--- config.mk ---
export PLATFORM = sky130hd
export DESIGN_NAME = mvt_wrapper
export DESIGN_NICKNAME = d
export VERILOG_FILES = /design/src/rtl/mvt_wrapper_pkg.sv /design/src/rtl/mvt_core.sv /design/src/rtl/mvt_wrapper.sv
export SDC_FILE = /design/constraint.sdc
export NUM_CORES = 1
export LEC_CHECK = 0
export ABC_AREA = 1
export CORE_ASPECT_RATIO = 1.2
export CORE_UTILIZATION = 50
export DETAILED_ROUTE_END_ITERATION = 8
export DONT_BUFFER_PORTS = 1
export PLACE_DENSITY = 0.73
export SYNTH_ARGS = -nofsm -noshare
export SYNTH_HDL_FRONTEND = slang
export SYNTH_HIERARCHICAL = 1
export SYNTH_SLANG_ARGS = --single-unit
--- constraint.sdc ---
create_clock -name ap_clk -period 13.2 [get_ports ap_clk]
set_clock_uncertainty 0.15 [all_clocks]
set_input_delay 2.64 -clock ap_clk [delete_from_list [all_inputs] [get_ports ap_clk]]
set_output_delay 2.64 -clock ap_clk [all_outputs]
set_load 0.01 [all_outputs]
--- src/rtl/mvt_wrapper_pkg.sv ---
// Shared definitions for the MVT wrapper: default sizes, FSM state encoding
// and the nibble XOR-fold used to compress a result word into one symbol.
`timescale 1ns/1ps
package mvt_wrapper_pkg;

    localparam int DEFAULT_N      = 4;
    localparam int DEFAULT_DATA_W = 16;
    localparam int MAX_DATA_W     = 64;

    typedef enum logic [2:0] {
        IDLE,
        INIT,
        COMP1,
        COMP2,
        OUT,
        DONE
    } state_e;

    // Callers zero-extend their word to MAX_DATA_W and say how many nibbles are live.
    function automatic logic [3:0] nibbleFold(input logic [MAX_DATA_W-1:0] word,
                                              input int nibbles);
        logic [3:0] acc;
        acc = '0;
        for (int k = 0; k < MAX_DATA_W / 4; k++) begin
            if (k < nibbles) begin
                acc = acc ^ word[4*k +: 4];
            end
        end
        return acc;
    endfunction

endpackage

--- src/rtl/mvt_core.sv ---
// MVT datapath: x1/x2/y1/y2 storage, the shared MAC and the i/j index counters.
// Sequencing comes from the wrapper's FSM state.
`timescale 1ns/1ps
module mvt_core import mvt_wrapper_pkg::*; #(
    parameter  int N      = DEFAULT_N,
    parameter  int DATA_W = DEFAULT_DATA_W,
    localparam int IDX_W  = (N > 1) ? $clog2(N) : 1
) (
    input  logic              clk_i,
    input  logic              rst_i,
    input  state_e            state_i,
    input  logic              rdSel_i,
    input  logic [IDX_W-1:0]  rdIdx_i,
    output logic [DATA_W-1:0] rdData_o,
    output logic              phaseLast_o
);

    logic [DATA_W-1:0] x1_q [N];
    logic [DATA_W-1:0] x2_q [N];
    logic [DATA_W-1:0] y1_q [N];
    logic [DATA_W-1:0] y2_q [N];
    logic [IDX_W-1:0]  i_q;
    logic [IDX_W-1:0]  j_q;

    logic              iLast;
    logic              jLast;
    logic [DATA_W-1:0] aElem;
    logic [DATA_W-1:0] yElem;
    logic [DATA_W-1:0] accOld;
    logic [DATA_W-1:0] macSum;

    // A[i][j] = i+j is symmetric, so A[j][i] in the x2 pass yields the same element.
    always_comb begin
        iLast  = (i_q == IDX_W'(N - 1));
        jLast  = (j_q == IDX_W'(N - 1));
        aElem  = DATA_W'(i_q) + DATA_W'(j_q);
        yElem  = (state_i == COMP2) ? y2_q[j_q] : y1_q[j_q];
        accOld = (state_i == COMP2) ? x2_q[i_q] : x1_q[i_q];
        macSum = accOld + aElem * yElem;

        case (state_i)
            INIT:         phaseLast_o = iLast;
            COMP1, COMP2: phaseLast_o = iLast && jLast;
            default:      phaseLast_o = 1'b0;
        endcase

        rdData_o = rdSel_i ? x2_q[rdIdx_i] : x1_q[rdIdx_i];
    end

    always_ff @(posedge clk_i or posedge rst_i) begin
        if (rst_i) begin
            for (int k = 0; k < N; k++) begin
                x1_q[k] <= '0;
                x2_q[k] <= '0;
                y1_q[k] <= '0;
                y2_q[k] <= '0;
            end
            i_q <= '0;
            j_q <= '0;
        end else begin
            case (state_i)
                INIT: begin
                    x1_q[i_q] <= DATA_W'(i_q);
                    x2_q[i_q] <= '0;
                    y1_q[i_q] <= DATA_W'(i_q) + DATA_W'(1);
                    y2_q[i_q] <= DATA_W'(1);
                    i_q       <= iLast ? '0 : i_q + 1'b1;
                    j_q       <= '0;
                end
                COMP1, COMP2: begin
                    if (state_i == COMP1) begin
                        x1_q[i_q] <= macSum;
                    end else begin
                        x2_q[i_q] <= macSum;
                    end
                    j_q <= jLast ? '0 : j_q + 1'b1;
                    if (jLast) begin
                        i_q <= iLast ? '0 : i_q + 1'b1;
                    end
                end
                default: begin
                    i_q <= '0;
                    j_q <= '0;
                end
            endcase
        end
    end

endmodule

--- src/rtl/mvt_wrapper.sv ---
// MVT top: run-control FSM and registered output serializer around mvt_core.
// Define MVT_WRAPPER_NIBBLE_SERIAL_EN to stream every nibble instead of the XOR-fold.
`timescale 1ns/1ps
module mvt_wrapper import mvt_wrapper_pkg::*; #(
    parameter int N      = DEFAULT_N,
    parameter int DATA_W = DEFAULT_DATA_W
) (
    input  logic       ap_clk,
    input  logic       ap_rst,
    input  logic       ap_start,
    output logic [3:0] data_out,
    output logic       data_valid
);

    localparam int IDX_W   = (N > 1) ? $clog2(N) : 1;
    localparam int WORD_W  = $clog2(2 * N);
    localparam int NIBBLES = DATA_W / 4;

    state_e            state_q, state_d;
    logic [WORD_W-1:0] wordIdx_q, wordIdx_d;
    logic [3:0]        dataOut_q, dataOut_d;
    logic              dataValid_q, dataValid_d;

    logic              phaseLast;
    logic              rdSel;
    logic [IDX_W-1:0]  rdIdx;
    logic [DATA_W-1:0] rdData;
    logic              wordLast;
    logic              beatLast;
    logic [3:0]        symbol;

`ifdef MVT_WRAPPER_NIBBLE_SERIAL_EN
    localparam int NIB_W = (NIBBLES > 1) ? $clog2(NIBBLES) : 1;
    logic [NIB_W-1:0] nib_q, nib_d;
`endif

    mvt_core #(.N(N), .DATA_W(DATA_W)) u_core (
        .clk_i       (ap_clk),
        .rst_i       (ap_rst),
        .state_i     (state_q),
        .rdSel_i     (rdSel),
        .rdIdx_i     (rdIdx),
        .rdData_o    (rdData),
        .phaseLast_o (phaseLast)
    );

    // Words 0..N-1 come from x1, words N..2N-1 from x2.
    always_comb begin
        wordLast = (wordIdx_q == WORD_W'(2 * N - 1));
        rdSel    = (wordIdx_q >= WORD_W'(N));
        rdIdx    = rdSel ? IDX_W'(wordIdx_q - WORD_W'(N)) : IDX_W'(wordIdx_q);
`ifdef MVT_WRAPPER_NIBBLE_SERIAL_EN
        symbol   = rdData[4*nib_q +: 4];
        beatLast = wordLast && (nib_q == NIB_W'(NIBBLES - 1));
`else
        symbol   = nibbleFold(MAX_DATA_W'(rdData), NIBBLES);
        beatLast = wordLast;
`endif
    end

    always_comb begin
        state_d     = state_q;
        wordIdx_d   = '0;
        dataOut_d   = dataOut_q;
        dataValid_d = 1'b0;
`ifdef MVT_WRAPPER_NIBBLE_SERIAL_EN
        nib_d       = '0;
`endif
        case (state_q)
            IDLE:  if (ap_start)  state_d = INIT;
            INIT:  if (phaseLast) state_d = COMP1;
            COMP1: if (phaseLast) state_d = COMP2;
            COMP2: if (phaseLast) state_d = OUT;
            OUT: begin
                dataOut_d   = symbol;
                dataValid_d = 1'b1;
`ifdef MVT_WRAPPER_NIBBLE_SERIAL_EN
                if (nib_q == NIB_W'(NIBBLES - 1)) begin
                    wordIdx_d = wordIdx_q + 1'b1;
                end else begin
                    wordIdx_d = wordIdx_q;
                    nib_d     = nib_q + 1'b1;
                end
`else
                wordIdx_d = wordIdx_q + 1'b1;
`endif
                if (beatLast) begin
                    state_d   = DONE;
                    wordIdx_d = '0;
                end
            end
            DONE:    if (!ap_start) state_d = IDLE;
            default: state_d = IDLE;
        endcase
    end

    always_ff @(posedge ap_clk or posedge ap_rst) begin
        if (ap_rst) begin
            state_q     <= IDLE;
            wordIdx_q   <= '0;
            dataOut_q   <= '0;
            dataValid_q <= 1'b0;
`ifdef MVT_WRAPPER_NIBBLE_SERIAL_EN
            nib_q       <= '0;
`endif
        end else begin
            state_q     <= state_d;
            wordIdx_q   <= wordIdx_d;
            dataOut_q   <= dataOut_d;
            dataValid_q <= dataValid_d;
`ifdef MVT_WRAPPER_NIBBLE_SERIAL_EN
            nib_q       <= nib_d;
`endif
        end
    end

    assign data_out   = dataOut_q;
    assign data_valid = dataValid_q;

endmodule

==> impl_metrics.toml <==
[outcome]
outcome = "completed"

[finish]
fin_cells = 2033
syn2layout_area_growth_pct = 7.60
diodes = 0
nets = 1747
drive_gt1_share_pct = 5.70
final_cell_mix = "nand2_1 (298), o21ai_0 (288), inv_1 (233)"
stdcell_area_um2 = 14000
final_common_cell = "nand2_1"

[die]
dieArea_um2 = 26600
rows = 64
die_w_um = 149
fp.dieH_um = 179
pin_count = 8
start_util_pct = 50.9
core_area_um2 = 25500

[synthesis]
synth_area_leaders = "dfrtp_1 (42%), o21ai_0 (11%), nand2_1 (8.6%)"
synth-simple-area-share_pct = 19.1
synth_top_family_by_area = "compound AO/OA/AOI/OAI gates"
ys_seq_area_share_pct = 42.2
synth_area_leader_cell = "dfrtp_1"
synth_compound_area_share_pct = 20.1
avgSynthCellArea_um2 = 7.50
synthXorXnorAreaFrac_pct = 1.67
postSynthCellCount = 1734
synth_nets = 1791
synth.area.mux_share_pct = 0
synth_seq_cells = 219
ys.warnings.count = 6
synth_cell_type_count = 40
synth_top_area_share_pct = 42.2
synth_fa_ha_area_share_pct = 6.81
syn_area_um2 = 13000

[pwr]
power-per-cell-area_nw_per_um2 = 232
power.leakage_nw = 6.49
power_mw = 3.25
irDropWorstVdd_uv = 112

[sta]
rsz0062_at_grt = "false"
slew_violations = 0
hold_viol_final = 0
period_minus_slack_ps = 5420
period_share_pct = 41.1
setup_viol = 0
worstMarginPinSlew_ps = 1010
setup_ws_ps = 7780
slew_headroom_pct = 32.6
finalSetupTns_ps = 0
max_freq_ghz = 0.184

[clocking]
htree_levels = 1
cts_resized = 0
path_clk_slew_ps = 70
cts-root-buf = "clkbuf_16"
cts.sinks = 219
clock_path_buffers = 3
numCtsBuffers = 24
cts_tree = "built"
hold_buffers = 0
clock_latency_ps = 540
cts_setup_buffers = 0

[flow_run]
maxCapViolCount = 0

[place]
dp_hpwl_mm = 25.1
dpl.cell_count = 1994
gp_congestion = 0.928
place_ws_ps = 7890
dpl-instance-area_um2 = 13200
place.port_buffers = 0

[routing]
vias = 11900
dr.pass1.iters = 5
drcViolationCount = 0
ant_nets = 0
wl_per_cell_um = 19.3
finalWirelength_mm = 39.3
drt_iter0_markers = 1191
routed_via_density = 5.85

[grt]
antenna_found_initial = 0
grt_use_total_pct = 30.4
grt_pass1_vias = 11500
gr-total-overflow = 0
grt_pass1_wl_mm = 62.2
grt_max_degree = 137

[setup_path]
end_kind = "flop"
worst_ep_arrival_time_ps = 5700
startpoint_type = "flop"
worstPathMaxFanout = 65
critPathKind = "reg -> reg"
crit_required_ps = 13480
reg2reg_depth = 16

[min_path]
holdPathStages = 2
hold_path.class = "reg -> reg"
## final cells by class
cell class	count	area (um2)
Timing Repair Buffer	21	158
Tap cell	330	413
Sequential cell	219	5480
Fill cell	2399	11600
Multi-Input combinational cell	1174	6200
Clock buffer	31	668
Clock inverter	8	115
Inverter	250	948
## metrics by stage
stage / hold slack [ps] / util [%]
finish: 303 / 54.8
global route: 331 / 54.8
global placement: 293 / 51.7
CTS: 310 / 54.8
floorplan: 273 / -
detailed placement: 294 / 51.7
## worst max-delay path, stage by stage (launching register included)
cell and delay [ps]:
dfrtp_2 1020, ha_1 310, fa_1 450, inv_1 340, nor2_1 130, fa_1 520
inv_1 50, fa_1 470, inv_1 40, ha_1 340, a21oi_1 170, nand2_1 130
a21boi_2 210, o21ai_1 110, xor2_1 440, nand2_1 170, o21ai_0 230
## power breakdown
group          internal (mW)  switching (mW)
sequential             0.840           0.145
combinational          0.426            1.16
clock                  0.411           0.272
## logic make-up (layout without fill, tap and decap cells)
kind of cell    count (synthesis)  count (layout)
simple gates                  598             598
flops                         219             219
compound gates                499             499
xor+xnor                       23              23
fa+ha+maj                      54              54
buf+inv                       341             310
## cells in the mapped netlist, drive strengths merged
library cell and n:
buf 29, o31ai 4, xor2 12, a31oi 20
inv 247, nand2 303, or2 2, a21o 2
a211oi 2, fa 28, a221oi 1, ha 26
o32ai 2, nand4 13, dfrtp 219, nor2 200
a21oi 130, nand3 78, a21boi 1, xnor2 11
o21bai 4, o22ai 20, o211ai 5, o21ai 308
clkbuf 62, clkinv 3, nand3b 2
## metal layers
| metal | global-route usage [%] | up-vias | wire [um] |
|---|---|---|---|
| li1 | - | 5527 | - |
| met3 | 4.27 | 151 | 3880 |
| met4 | 16.1 | 0 | 2130 |
| met5 | 0 | - | 0 |
| met1 | 38.9 | 5587 | 15500 |
| met2 | 49.8 | 632 | 17800 |
## final timing paths
kind / startpoint / to / slack (ps)
worst max-delay path: u_core/j_q[0]$_DFF_PP0_ / u_core/x2_q[8]$_DFFE_PP0P_ / 7780
worst min-delay path: u_core/y2_q[16]$_DFFE_PP0P_ / u_core/y2_q[16]$_DFFE_PP0P_ / 300
worst max register to register: u_core/j_q[0]$_DFF_PP0_ / u_core/x2_q[8]$_DFFE_PP0P_ / 7780
worst min register to register: u_core/y2_q[16]$_DFFE_PP0P_ / u_core/y2_q[16]$_DFFE_PP0P_ / 300
max in group asynchronous: ap_rst / u_core/y2_q[3]$_DFFE_PP0P_ / 9400
min in group asynchronous: ap_rst / data_valid$_DFF_PP0_ / 1840
## registers in the layout, summed over array words and instances (netlist names)
| name | cells |
|---|---|
| u_core/y1_q | 12 |
| wordIdx_q | 3 |
| data_valid | 1 |
| u_core/i_q | 2 |
| u_core/y2_q | 64 |
| data_out | 4 |
| u_core/x1_q | 64 |
| u_core/j_q | 2 |
| u_core/x2_q | 64 |
| state_q | 3 |
(Power assumes the default switching activity.)
